===== src/rtl/rtc_display_mux.sv =====
// Seven-segment scan driver: snapshots the six clock-core digit codes once per frame
// and drives them one slot at a time with blanking, colon and blink masking.
module rtc_display_mux #(
  parameter int unsigned SCAN_DIV     = 50000,
  parameter int unsigned BLANK_CYC    = 16,
  parameter int unsigned BLINK_FRAMES = 64
) (
  input  logic       clk,
  input  logic       rst,
  input  logic [6:0] Sec_L,
  input  logic [6:0] Sec_M,
  input  logic [6:0] Min_L,
  input  logic [6:0] Min_M,
  input  logic [6:0] Hour_L,
  input  logic [6:0] Hour_M,
  input  logic       colon_en,
  input  logic [5:0] blink_mask,
  output logic [6:0] seg_out,
  output logic       dp_out,
  output logic [5:0] dig_en,
  output logic       frame_start
);

  localparam int unsigned CNT_W = (SCAN_DIV > 1) ? $clog2(SCAN_DIV) : 1;
  localparam int unsigned FRM_W = (BLINK_FRAMES > 1) ? $clog2(BLINK_FRAMES) : 1;
  localparam logic [CNT_W-1:0] CNT_MAX   = CNT_W'(SCAN_DIV - 1);
  localparam logic [CNT_W-1:0] BLANK_LIM = CNT_W'(BLANK_CYC);
  localparam logic [FRM_W-1:0] FRM_MAX   = FRM_W'(BLINK_FRAMES - 1);

  logic [CNT_W-1:0] cnt, cnt_nxt;
  logic [2:0]       idx, idx_nxt;
  logic [FRM_W-1:0] frm_cnt, frm_nxt;
  logic             blink_phase, phase_nxt;

  logic [5:0][6:0]  sh_seg, cur_seg;
  logic             sh_colon, cur_colon;
  logic [5:0]       sh_mask, cur_mask;
  logic             sh_phase, cur_phase;

  logic             snap_c, blank_c, sup_c;
  logic [5:0]       sel_c;
  logic [6:0]       live_c;
  logic [6:0]       seg_nxt;
  logic             dp_nxt;
  logic [5:0]       dig_nxt;

  assign snap_c = (idx == 3'd0) && (cnt == '0);

  generate
    if (BLANK_CYC == 0) begin : g_no_blank
      assign blank_c = 1'b0;
    end else begin : g_blank
      assign blank_c = (cnt < BLANK_LIM);
    end
  endgenerate

  // Slot timing, frame counter and blink phase
  always_comb begin
    cnt_nxt   = cnt + CNT_W'(1);
    idx_nxt   = idx;
    frm_nxt   = frm_cnt;
    phase_nxt = blink_phase;
    if (cnt == CNT_MAX) begin
      cnt_nxt = '0;
      idx_nxt = (idx == 3'd5) ? 3'd0 : idx + 3'd1;
    end
    if (snap_c) begin
      if (frm_cnt == FRM_MAX) begin
        frm_nxt   = '0;
        phase_nxt = ~blink_phase;
      end else begin
        frm_nxt = frm_cnt + FRM_W'(1);
      end
    end
  end

  // On the snapshot edge itself the freshly sampled values are what the slot shows
  always_comb begin
    cur_seg   = snap_c ? {Hour_M, Hour_L, Min_M, Min_L, Sec_M, Sec_L} : sh_seg;
    cur_colon = snap_c ? colon_en    : sh_colon;
    cur_mask  = snap_c ? blink_mask  : sh_mask;
    cur_phase = snap_c ? blink_phase : sh_phase;
    sel_c     = 6'b00_0001 << idx;
    live_c    = '0;
    for (int i = 0; i < 6; i++) begin
      if (sel_c[i]) live_c = cur_seg[i];
    end
    sup_c   = cur_phase && ((cur_mask & sel_c) != 6'b0);
    seg_nxt = '0;
    dp_nxt  = 1'b0;
    dig_nxt = '0;
    if (!blank_c) begin
      dig_nxt = sel_c;
      seg_nxt = sup_c ? 7'b0 : live_c;
      dp_nxt  = cur_colon && ((idx == 3'd2) || (idx == 3'd4)) && !sup_c;
    end
  end

  always_ff @(posedge clk or posedge rst) begin
    if (rst) begin
      cnt         <= '0;
      idx         <= '0;
      frm_cnt     <= '0;
      blink_phase <= 1'b0;
      sh_seg      <= '0;
      sh_colon    <= 1'b0;
      sh_mask     <= '0;
      sh_phase    <= 1'b0;
      seg_out     <= '0;
      dp_out      <= 1'b0;
      dig_en      <= '0;
      frame_start <= 1'b0;
    end else begin
      cnt         <= cnt_nxt;
      idx         <= idx_nxt;
      frm_cnt     <= frm_nxt;
      blink_phase <= phase_nxt;
      // Shadow phase lags the toggle by one frame so each phase lasts BLINK_FRAMES frames
      if (snap_c) begin
        sh_seg   <= {Hour_M, Hour_L, Min_M, Min_L, Sec_M, Sec_L};
        sh_colon <= colon_en;
        sh_mask  <= blink_mask;
        sh_phase <= blink_phase;
      end
      seg_out     <= seg_nxt;
      dp_out      <= dp_nxt;
      dig_en      <= dig_nxt;
      frame_start <= snap_c;
    end
  end

endmodule


===== config.mk =====
export PLATFORM = sky130hd
export DESIGN_NAME = rtc_display_mux
export DESIGN_NICKNAME = d
export VERILOG_FILES = /design/src/rtl/rtc_display_mux.sv
export SDC_FILE = /design/constraint.sdc
export NUM_CORES = 1
export LEC_CHECK = 0
export ABC_AREA = 1
export CELL_PAD_IN_SITES_DETAIL_PLACEMENT = 0
export CELL_PAD_IN_SITES_GLOBAL_PLACEMENT = 2
export CORE_AREA = 2 2 122 124
export DETAILED_ROUTE_END_ITERATION = 8
export DIE_AREA = 0 0 124 126
export PLACE_DENSITY_LB_ADDON = 0.1
export SYNTH_ARGS = -nofsm -noshare
export SYNTH_HDL_FRONTEND = slang
export SYNTH_SLANG_ARGS = --single-unit

===== constraint.sdc =====
create_clock -name clk -period 4.45 [get_ports clk]
set_clock_uncertainty 0.1 [all_clocks]
set_input_delay 1.335 -clock clk [delete_from_list [all_inputs] [get_ports clk]]
set_output_delay 1.335 -clock clk [all_outputs]
set_load 0.03 [all_outputs]

==> flow_summary.rst, run 1 <==
.. list-table::
   :header-rows: 1

   * - Metric
     - Value
   * - Run status
     - completed
   * - Via count of the first global-routing pass
     - 3582
   * - Hold violation total from the final report
     - 0
   * - Kind of end point of the critical path
     - flip-flop
   * - Post-synth ARST share
     - 100%
   * - Setup total negative slack
     - 0 ns
   * - Post-synthesis share of cell area spent on xor and xnor gates
     - 1.74%
   * - Top cell type by total area after synthesis
     - dfrtp_1
   * - Diodes inserted
     - 0
   * - Final-layout worst hold slack
     - 0.376 ns
   * - Width of the die
     - 124 µm
   * - Number of nets in the layout
     - 672
   * - Worst reg2reg setup slack
     - 1.63 ns
   * - Portion of the post-synthesis area used by sequential elements
     - 50.3%
   * - Wire length of the first global-routing pass
     - 18600 µm
   * - Worst min-delay path class
     - reg -> reg
   * - Starting density of the core
     - 31.6%
   * - VDD IR-drop max
     - 0.139 mV
   * - Clk_lat worst skew
     - 0.35 ns
   * - Area occupied by multi-input gates
     - 1780 µm²
   * - Simple-gate portion of the synthesized area
     - 27.8%
   * - Wire length after detailed routing
     - 11600 µm
   * - Synth Instances
     - 551
   * - Area contributors post-synth
     - dfrtp_1, nand2_1, inv_1
   * - Post-detailed-route wirelength per cell
     - 14.4 µm
   * - Arrival time at the worst endpoint
     - 2.99 ns
   * - Synthesized-area fraction occupied by adder cells
     - 1.11%
   * - DRC violation count after routing
     - 0
   * - Netlist Area Pre-Place
     - 4520 µm²
   * - First-iteration detailed-routing DRC count
     - 162
   * - Dominant combinational cell family by area after synthesis
     - simple AND/OR/NAND/NOR gates
   * - Sink of the worst hold path
     - sh_seg[36]
   * - Largest fanout on the critical path
     - 39
   * - Post-route non-filler standard cell count
     - 806
   * - Most common cell after layout, fill and taps aside
     - nand2_1
   * - Worst-case headroom to the max-slew limit
     - 55.2%
   * - Most frequent cells in the layout
     - nand2_1, dfrtp_1, inv_1
   * - Critical register-to-register path endpoint
     - dp_out
   * - Number of filler cells placed in the layout
     - 1496
   * - Average via count per standard cell
     - 4.44
   * - Initial antenna violation count
     - 0
   * - Multiplexer share of the synthesized area
     - 0%
   * - GRT Util Overall
     - 15.9%
   * - Startpoint of the tightest hold check path
     - sh_seg[36]
   * - Total of hold buffers inserted after clock tree synthesis
     - 0
   * - Unrepaired setup endpoints after global routing
     - false
   * - Sequential cell area
     - 2280 µm²
   * - Flip-flop and latch count after synthesis
     - 91
   * - Number of endpoints failing setup at the final stage
     - 0
   * - Leakage power
     - 2.88 nW
   * - Std-Cell Core Area
     - 14300 µm²
   * - Mean instance size in the synthesized netlist
     - 8.21 µm²
   * - Maxcap violations
     - 0
   * - Startpoint class of the critical path
     - flip-flop
   * - Complex-gate fraction of the synthesized area
     - 8.74%
   * - R2R depth
     - 13
   * - Post-detailed-placement half-perimeter wirelength
     - 8510 µm
   * - Gp weighted congestion
     - 0.737
   * - Number of rows created at floorplan
     - 44
   * - Setup Crit Path Kind
     - reg -> reg
   * - Timing-limited maximum frequency
     - 0.355 GHz
   * - Via Count
     - 3579
   * - Proportion of netlist area held by the largest area contributor
     - 50.3%
   * - Clk pin slew, worst setup/hold paths
     - 0.07 ns
   * - Worst Setup Slack, final
     - 1.63 ns
   * - Most used flip-flop cell after synthesis
     - dfrtp_1
   * - Worst-margin pin slew
     - 0.669 ns
   * - Post-route minimum period
     - 2.82 ns
   * - Area delta synth->final
     - 25.5%
   * - Number of setup buffers added after CTS
     - 0
   * - Io pins
     - 66
   * - Number of enable-type register cells in the synthesized netlist
     - 0
   * - Number of pins exceeding their max-slew limit in the final report
     - 0
   * - Yosys synthesis warning count
     - 0
   * - Clock sink total
     - 91
   * - Largest net degree at the start of global routing
     - 40
   * - Die height
     - 126 µm
   * - RR Startpoint
     - idx[0]
   * - Post-Place Setup Slack
     - 1.57 ns
   * - Post-placement cell count
     - 790
   * - Clock tree from TritonCTS
     - done
   * - Overall overflow remaining after global route
     - 0
   * - Clk buf depth
     - 2
   * - Total CTS buffers
     - 9
   * - Number of H-tree levels
     - 3
   * - Unique masters post-synth
     - 36
   * - # resized after CTS
     - 0
   * - Total nets after synthesis
     - 606
   * - Hold Crit Depth
     - 2
   * - First-pass detailed-route iteration total
     - 4
   * - Port-buffer cells
     - 65
   * - Die area
     - 15600 µm²
   * - Fraction of the cycle the final worst path needs
     - 63.3%
   * - Required time of the critical path
     - 4.62 ns
   * - Share of final-layout standard cells stronger than drive strength 1
     - 8.20%
   * - Post-DRT Antenna Nets
     - 0
   * - Power Density
     - 333 nW/µm²
   * - CTS root buffer
     - clkbuf_16
## routing by layer
layer / track usage (%) / part of all wire [%] / up-vias
met1: 20.9 / 47 / 1666
li1: - / - / 1843
met4: 6.35 / 2.3 / 0
met2: 25.9 / 48 / 54
met5: 0 / 0 / -
met3: 2.67 / 3.5 / 16
## through the flow
| step | total power, mW | instance area [µm²] | util, % |
|---|---|---|---|
| final | 1.89 | 5680 | 39.7 |
| after global routing | 1.97 | 5680 | 39.7 |
| after CTS | 1.92 | 5680 | 39.7 |
| after detailed placement | 1.01 | 5340 | 37.3 |
| after global placement | 1.01 | 5340 | 37.3 |
| after floorplan | 0.936 | 4520 | - |
## final cells by class
cell class,count,area share (%)
multi-input cells,351,31.4
flip-flops and latches,91,40.1
clock buffers,12,4.34
repair buffers,70,12.1
clock inverters,4,1.72
inverters,94,6.26
well taps,184,4.05
## state kept, by name, summed over array words and instances (netlist names)
register     cells
blink_phase      1
cnt             16
dig_en           6
dp_out           1
frame_start      1
frm_cnt          6
idx              3
seg_out          7
sh_colon         1
sh_mask          6
sh_phase         1
sh_seg          42
## how the worst max path moves through the flow
stage	slack, ns	end	from
detailed placement	1.57	seg_out[0]	blink_mask[0]
global placement	1.58	seg_out[5]	blink_mask[0]
finish	1.63	dp_out	idx[0]
floorplan	0.65	blink_phase	rst
global route	1.31	dp_out	cnt[8]
CTS	1.58	seg_out[0]	idx[0]
## report_power, final
part	leakage [nW]	switching, mW	internal (mW)	total [mW]
Sequential	1.12	0.00709	0.852	0.860
Clock	0.163	0.333	0.565	0.899
Combinational	1.60	0.0665	0.0683	0.135
## cell families (layout without fill, tap and decap cells)
logic type               Yosys count  after routing
flip-flops                        91             91
XOR/XNOR                           9              9
adder cells (fa/ha/maj)            4              4
buffers and inverters            109            180
AO/OA/AOI/OAI                     64             64
AND/OR/NAND/NOR                  274            274
## cell usage after synthesis (2+ instances only)
cell and count:
a21oi_1 6, and2_1 6, buf_2 3, buf_6 6, clkbuf_1 5, dfrtp_1 91
ha_1 4, inv_1 90, inv_2 3, nand2_1 147, nand2_2 14, nand3_1 32
nand3_4 2, nand4_1 12, nor2_1 44, nor2_4 2, nor2_8 2, nor3_1 6
nor3b_1 2, o211ai_1 5, o21a_1 16, o21ai_0 22, o21ai_1 9, o21ai_2 2
or2_2 2, xnor2_1 2, xor2_1 7
## critical path: stages, from the launching register on
cell	delay [ns]
dfrtp_1	0.50
nor2_4	0.19
nand2_4	0.09
nor2_8	0.20
nand3_4	0.38
inv_2	0.55
nand2_1	0.09
nand3_1	0.08
nand2_1	0.05
inv_1	0.04
nand2_1	0.06
nand2_2	0.09
nand2_1	0.13
nor2_1	0.15
Note: power is estimated with default switching activity, not from simulation.
==> run 2, diff against run 1 <==
- clock period: 4.45 -> 2.7 ns (I/O delays scaled with it)
==> run 2 against run 1 <==
Cell count up 0.62%. Combinational power up 65%. Fmax up 21%. Routed wire length down 1.7%. Clock-buffer cell count down 1. Critical path depth down 2. Non-clock buffer count up 6. Total power up 55%. Hold slack worse by 0.0063 ns. Highest routed layer unchanged.
==> flow_summary.rst, run 2 (same netlist as run 1, synthesis figures left out) <==
.. list-table::
   :header-rows: 1

   * - Metric
     - Value
   * - Run status
     - completed
   * - Width of the die
     - 124 µm
   * - Final instance area
     - 5700 µm²
   * - Critical register-to-register path endpoint
     - seg_out[2]
   * - Sink of the worst hold path
     - sh_seg[25]
   * - Post-route minimum period
     - 2.33 ns
   * - Startpoint class of the critical path
     - flip-flop
   * - Number of pins exceeding their max-slew limit in the final report
     - 0
   * - Post-detailed-route wirelength per cell
     - 14.0 µm
   * - Arrival time at the worst endpoint
     - 2.47 ns
   * - Area post-placement
     - 5400 µm²
   * - Clock tree from TritonCTS
     - done
   * - Total power
     - 2.94 mW
   * - Port-buffer cells
     - 65
   * - Power Density
     - 516 nW/µm²
   * - Startpoint of the tightest hold check path
     - sh_seg[25]
   * - Total CTS buffers
     - 9
   * - Hold Crit Depth
     - 2
   * - R2R depth
     - 11
   * - Timing-limited maximum frequency
     - 0.430 GHz
   * - Starting density of the core
     - 31.6%
   * - Kind of end point of the critical path
     - flip-flop
   * - Most common cell after layout, fill and taps aside
     - nand2_1
   * - Die area
     - 15600 µm²
   * - Overall overflow remaining after global route
     - 0
   * - Worst reg2reg setup slack
     - 0.37 ns
   * - RR Startpoint
     - idx[0]
   * - VDD IR-drop max
     - 0.310 mV
   * - Post-DRT Antenna Nets
     - 0
   * - Total of hold buffers inserted after clock tree synthesis
     - 0
   * - Maxcap violations
     - 0
   * - GRT Util Overall
     - 16.2%
   * - Number of H-tree levels
     - 3
   * - Largest register FFs
     - 42
   * - # resized after CTS
     - 0
   * - Register ranked first by flip-flop count
     - sh_seg
   * - Number of endpoints failing setup at the final stage
     - 0
   * - Leakage power
     - 2.89 nW
   * - Fraction of the cycle the final worst path needs
     - 86.2%
   * - Most frequent cells in the layout
     - nand2_1, dfrtp_1, inv_1
   * - Setup Crit Path Kind
     - reg -> reg
   * - Unrepaired setup endpoints after global routing
     - false
   * - Initial antenna violation count
     - 0
   * - Setup total negative slack
     - 0 ns
   * - Largest net degree at the start of global routing
     - 92
   * - Clk buf depth
     - 2
   * - DRC violation count after routing
     - 0
   * - Wire length of the first global-routing pass
     - 19300 µm
   * - Via Count
     - 3578
   * - Die height
     - 126 µm
   * - Number of filler cells placed in the layout
     - 1470
   * - Number of setup buffers added after CTS
     - 0
   * - Share of final-layout standard cells stronger than drive strength 1
     - 9.25%
   * - Registers with the most flip-flops
     - sh_seg: 42 flops, cnt: 16 flops, seg_out: 7 flops
   * - Clock sink total
     - 91
   * - Diodes inserted
     - 0
   * - Post-detailed-placement half-perimeter wirelength
     - 8360 µm
   * - Std-Cell Core Area
     - 14300 µm²
   * - Largest fanout on the critical path
     - 26
   * - Required time of the critical path
     - 2.84 ns
   * - Wire length after detailed routing
     - 11400 µm
   * - Worst-margin pin slew
     - 0.513 ns
   * - Area delta synth->final
     - 25.9%
   * - Number of rows created at floorplan
     - 44
   * - Average via count per standard cell
     - 4.41
   * - CTS root buffer
     - clkbuf_16
   * - Clk_lat worst skew
     - 0.35 ns
   * - First-pass detailed-route iteration total
     - 6
   * - Worst-case headroom to the max-slew limit
     - 65.8%
   * - Via count of the first global-routing pass
     - 3733
   * - Number of nets in the layout
     - 678
   * - Gp weighted congestion
     - 0.737
   * - Io pins
     - 66
   * - Worst min-delay path class
     - reg -> reg
   * - Hold violation total from the final report
     - 0
   * - Clk pin slew, worst setup/hold paths
     - 0.07 ns
   * - First-iteration detailed-routing DRC count
     - 189
## run 2: changes by cell type in the layout (fill, tap and decap cells not counted)
cell and delta:
buf_12 +1, buf_4 +5, bufinv_16 -2, clkbuf_1 -2, clkbuf_8 +1, clkinvlp_4 +2
## run 2: stage by stage
| stage | utilization [%] | hold WS [ns] | setup WS [ns] | std cells |
|---|---|---|---|---|
| 2_1_floorplan | - | 0.338 | 0.726 | 551 |
| 3_3_place_gp | 37.7 | 0.355 | 0.336 | 796 |
| 3_5_place_dp | 37.7 | 0.359 | 0.311 | 796 |
| 4_1_cts | 39.8 | 0.375 | 0.339 | 811 |
| 5_1_grt | 39.8 | 0.395 | 0.0928 | 811 |
| 6_report | 39.8 | 0.370 | 0.373 | 811 |
## run 2: worst max-delay path: stages, from the launching register on
cell and delay [ns]:
dfrtp_1 0.50, nor2_4 0.18, nand2_4 0.09, nor2_8 0.19, nand3_4 0.14, buf_4 0.25, o21ai_0 0.27, o21ai_1 0.11
nor2_1 0.14, nor2_1 0.08, nor2_1 0.11, nor2_1 0.06
## run 2: final cells by class
cell class / instances / area (µm²) / area share (%)
clock inverters: 4 / 50.0 / 0.878
multi-input cells: 351 / 1780 / 31.3
clock buffers: 11 / 253 / 4.44
repair buffers: 76 / 746 / 13.1
inverters: 94 / 358 / 6.28
flip-flops and latches: 91 / 2280 / 40.0
well taps: 184 / 230 / 4.04
## run 2: report_power, final
part	internal [mW]	switching, mW	total [mW]
clock network	0.761	0.541	1.30
registers	1.41	0.0111	1.42
logic	0.113	0.110	0.223
## run 2: metal layers
layer,track usage [%],share of wire (%)
met3,2.72,3.2
met2,26.3,47
met1,21.5,47
met5,0,0
met4,6.35,2.0
## run 2: worst max-delay path by stage
stage                        startpoint           to  slack, ns  cells after the start
after floorplan                     rst  blink_phase       0.73                      1
after global placement    blink_mask[0]   seg_out[4]       0.34                     10
after detailed placement  blink_mask[0]   seg_out[4]       0.31                     10
after CTS                        cnt[8]   seg_out[2]       0.34                     11
after global routing             cnt[8]   seg_out[2]       0.09                     11
final                            idx[0]   seg_out[2]       0.37                     11
==> run 3, diff against run 2 <==
- CELL_PAD_IN_SITES_GLOBAL_PLACEMENT: 2 -> 1
- CORE_AREA: 2 2 122 124 -> 2 2 110 112
- DIE_AREA: 0 0 124 126 -> 0 0 112 114
==> run 3 against run 2 <==
Hold slack improved by 0.0046 ns. Cell count fell by 4.6%. Register-to-register slack improved by 0.08 ns. Die area fell by 18%. Clock-buffer cell count did not move. Largest power group unchanged. Clock power barely moved. Sequential share of layout area rose by 0.35 points. Global-route usage rose by 2.0 points. Flip-flop and latch count did not move. Critical path depth fell by 10. Non-clock buffer count fell by 1. Setup slack improved by 0.024 ns.
==> flow_summary.rst, run 3 (same netlist as run 1, synthesis figures left out) <==
.. list-table::
   :header-rows: 1

   * - Metric
     - Value
   * - Run status
     - completed
   * - Clk_lat worst skew
     - 0.34 ns
   * - Overall overflow remaining after global route
     - 0
   * - Post-detailed-placement half-perimeter wirelength
     - 7700 µm
   * - Kind of end point of the critical path
     - primary output
   * - Clk buf depth
     - 2
   * - Register ranked first by flip-flop count
     - sh_seg
   * - Timing-limited maximum frequency
     - 0.434 GHz
   * - Number of H-tree levels
     - 3
   * - Std-Cell Core Area
     - 11700 µm²
   * - Setup total negative slack
     - 0 ns
   * - Wire length after detailed routing
     - 10700 µm
   * - Critical Path Max Stage Delay
     - 0.68 ns
   * - Arrival time at the worst endpoint
     - 1.39 ns
   * - CP max-delay cell
     - clkdlybuf4s50_1
   * - Number of filler cells placed in the layout
     - 1177
   * - Diodes inserted
     - 0
   * - DRC violation count after routing
     - 0
   * - # resized after CTS
     - 0
   * - Die area
     - 12800 µm²
   * - Clock tree from TritonCTS
     - done
   * - Share of final-layout standard cells stronger than drive strength 1
     - 9.09%
   * - Startpoint class of the critical path
     - flip-flop
   * - Largest fanout on the critical path
     - 1
   * - Clock sink total
     - 91
   * - Total power
     - 2.90 mW
   * - Largest register FFs
     - 42
   * - Via count of the first global-routing pass
     - 3584
   * - Gp weighted congestion
     - 0.771
   * - Starting density of the core
     - 38.6%
   * - Setup Crit Path Kind
     - reg -> out
   * - Post-DRT Antenna Nets
     - 0
   * - First-iteration detailed-routing DRC count
     - 168
   * - Count of buffer and inverter cells on the critical path
     - 1
   * - Number of rows created at floorplan
     - 40
   * - Via Count
     - 3626
   * - Average via count per standard cell
     - 4.68
   * - Fraction of the cycle the final worst path needs
     - 85.3%
   * - Registers with the most flip-flops
     - sh_seg: 42 flops, cnt: 16 flops, seg_out: 7 flops
   * - First-pass detailed-route iteration total
     - 4
   * - Post-detailed-route wirelength per cell
     - 13.8 µm
   * - Worst min-delay path class
     - reg -> reg
   * - Clk pin slew, worst setup/hold paths
     - 0.06 ns
   * - Io pins
     - 66
   * - Number of endpoints failing setup at the final stage
     - 0
   * - Required time of the critical path
     - 1.79 ns
   * - Number of pins exceeding their max-slew limit in the final report
     - 0
   * - VDD IR-drop max
     - 0.261 mV
   * - Number of setup buffers added after CTS
     - 0
   * - Post-route minimum period
     - 2.30 ns
   * - Largest net degree at the start of global routing
     - 92
   * - Power Density
     - 514 nW/µm²
   * - CTS root buffer
     - clkbuf_16
   * - Leakage power
     - 2.89 nW
   * - Width of the die
     - 112 µm
   * - Most frequent cells in the layout
     - nand2_1, dfrtp_1, inv_1
   * - Die height
     - 114 µm
   * - Area delta synth->final
     - 24.9%
   * - Unrepaired setup endpoints after global routing
     - false
   * - Port-buffer cells
     - 65
   * - Category of cells accounting for the largest share of critical-path delay
     - buffers and inverters
   * - Initial antenna violation count
     - 0
   * - Number of nets in the layout
     - 677
   * - GRT Util Overall
     - 18.2%
   * - Total of hold buffers inserted after clock tree synthesis
     - 0
   * - Worst-case headroom to the max-slew limit
     - 66.7%
   * - Cell-by-cell listing of the critical path
     - clkdlybuf4s50_1
   * - Maxcap violations
     - 0
   * - Wire length of the first global-routing pass
     - 18100 µm
   * - Worst-margin pin slew
     - 0.500 ns
   * - Total CTS buffers
     - 9
   * - Hold violation total from the final report
     - 0
   * - Most common cell after layout, fill and taps aside
     - nand2_1
run 3: changes by cell type in the layout (fill, tap and decap cells not counted), sizes merged:
cell / change
clkinv: +2
buf: -1
clkinvlp: -1
run 3: final cells by class:
| cell class | count | area (µm²) | area share [%] |
|---|---|---|---|
| Sequential cell | 91 | 2280 | 40.3 |
| Inverter | 94 | 358 | 6.33 |
| Multi-Input combinational cell | 351 | 1780 | 31.6 |
| Clock buffer | 11 | 243 | 4.30 |
| Clock inverter | 5 | 52.6 | 0.930 |
| Tap cell | 147 | 184 | 3.26 |
| Timing Repair Buffer | 75 | 751 | 13.3 |
run 3: where the power goes:
part	switching (mW)	internal, mW
clock network	0.529	0.738
registers	0.0118	1.41
logic	0.107	0.113
total	0.647	2.26
run 3: path summary, 6_finish.rpt:
kind | from | to | slack [ns] | cells past startpoint
max | dig_en[5] | dig_en[5] | 0.40 | 1
min | sh_seg[19] | sh_seg[19] | 0.37 | 2
max reg2reg | cnt[12] | seg_out[2] | 0.45 | 10
min reg2reg | sh_seg[19] | sh_seg[19] | 0.37 | 2
max in group asynchronous | rst | sh_seg[11] | 1.27 | 3
min in group asynchronous | rst | sh_seg[12] | 0.84 | 3
run 3: per-stage QoR:
stage          worst slack (ns)  area [µm²]  util (%)  cells  hold WS, ns
3_3_place_gp              0.379        5350      45.7    758        0.354
2_1_floorplan             0.726        4530         -    551        0.338
3_5_place_dp              0.339        5350      45.7    758        0.358
6_report                  0.398        5650      48.2    774        0.375
5_1_grt                   0.210        5650      48.2    774        0.398
4_1_cts                   0.383        5650      48.2    774        0.374
run 3: worst reg2reg max path, delay by kind of cell (launching register included):
kind | cells | cell delay, ns
and+or+nand+nor | 6 | 0.85
buffers and inverters | 2 | 0.46
AOI/OAI and AO/OA | 2 | 0.33
DFF | 1 | 0.41
run 3: per-layer routing:
metal	global-route usage [%]	routed length, µm
met5	0	0
met2	30.0	5120
met4	6.59	187
met3	3.35	458
met1	24.3	4910
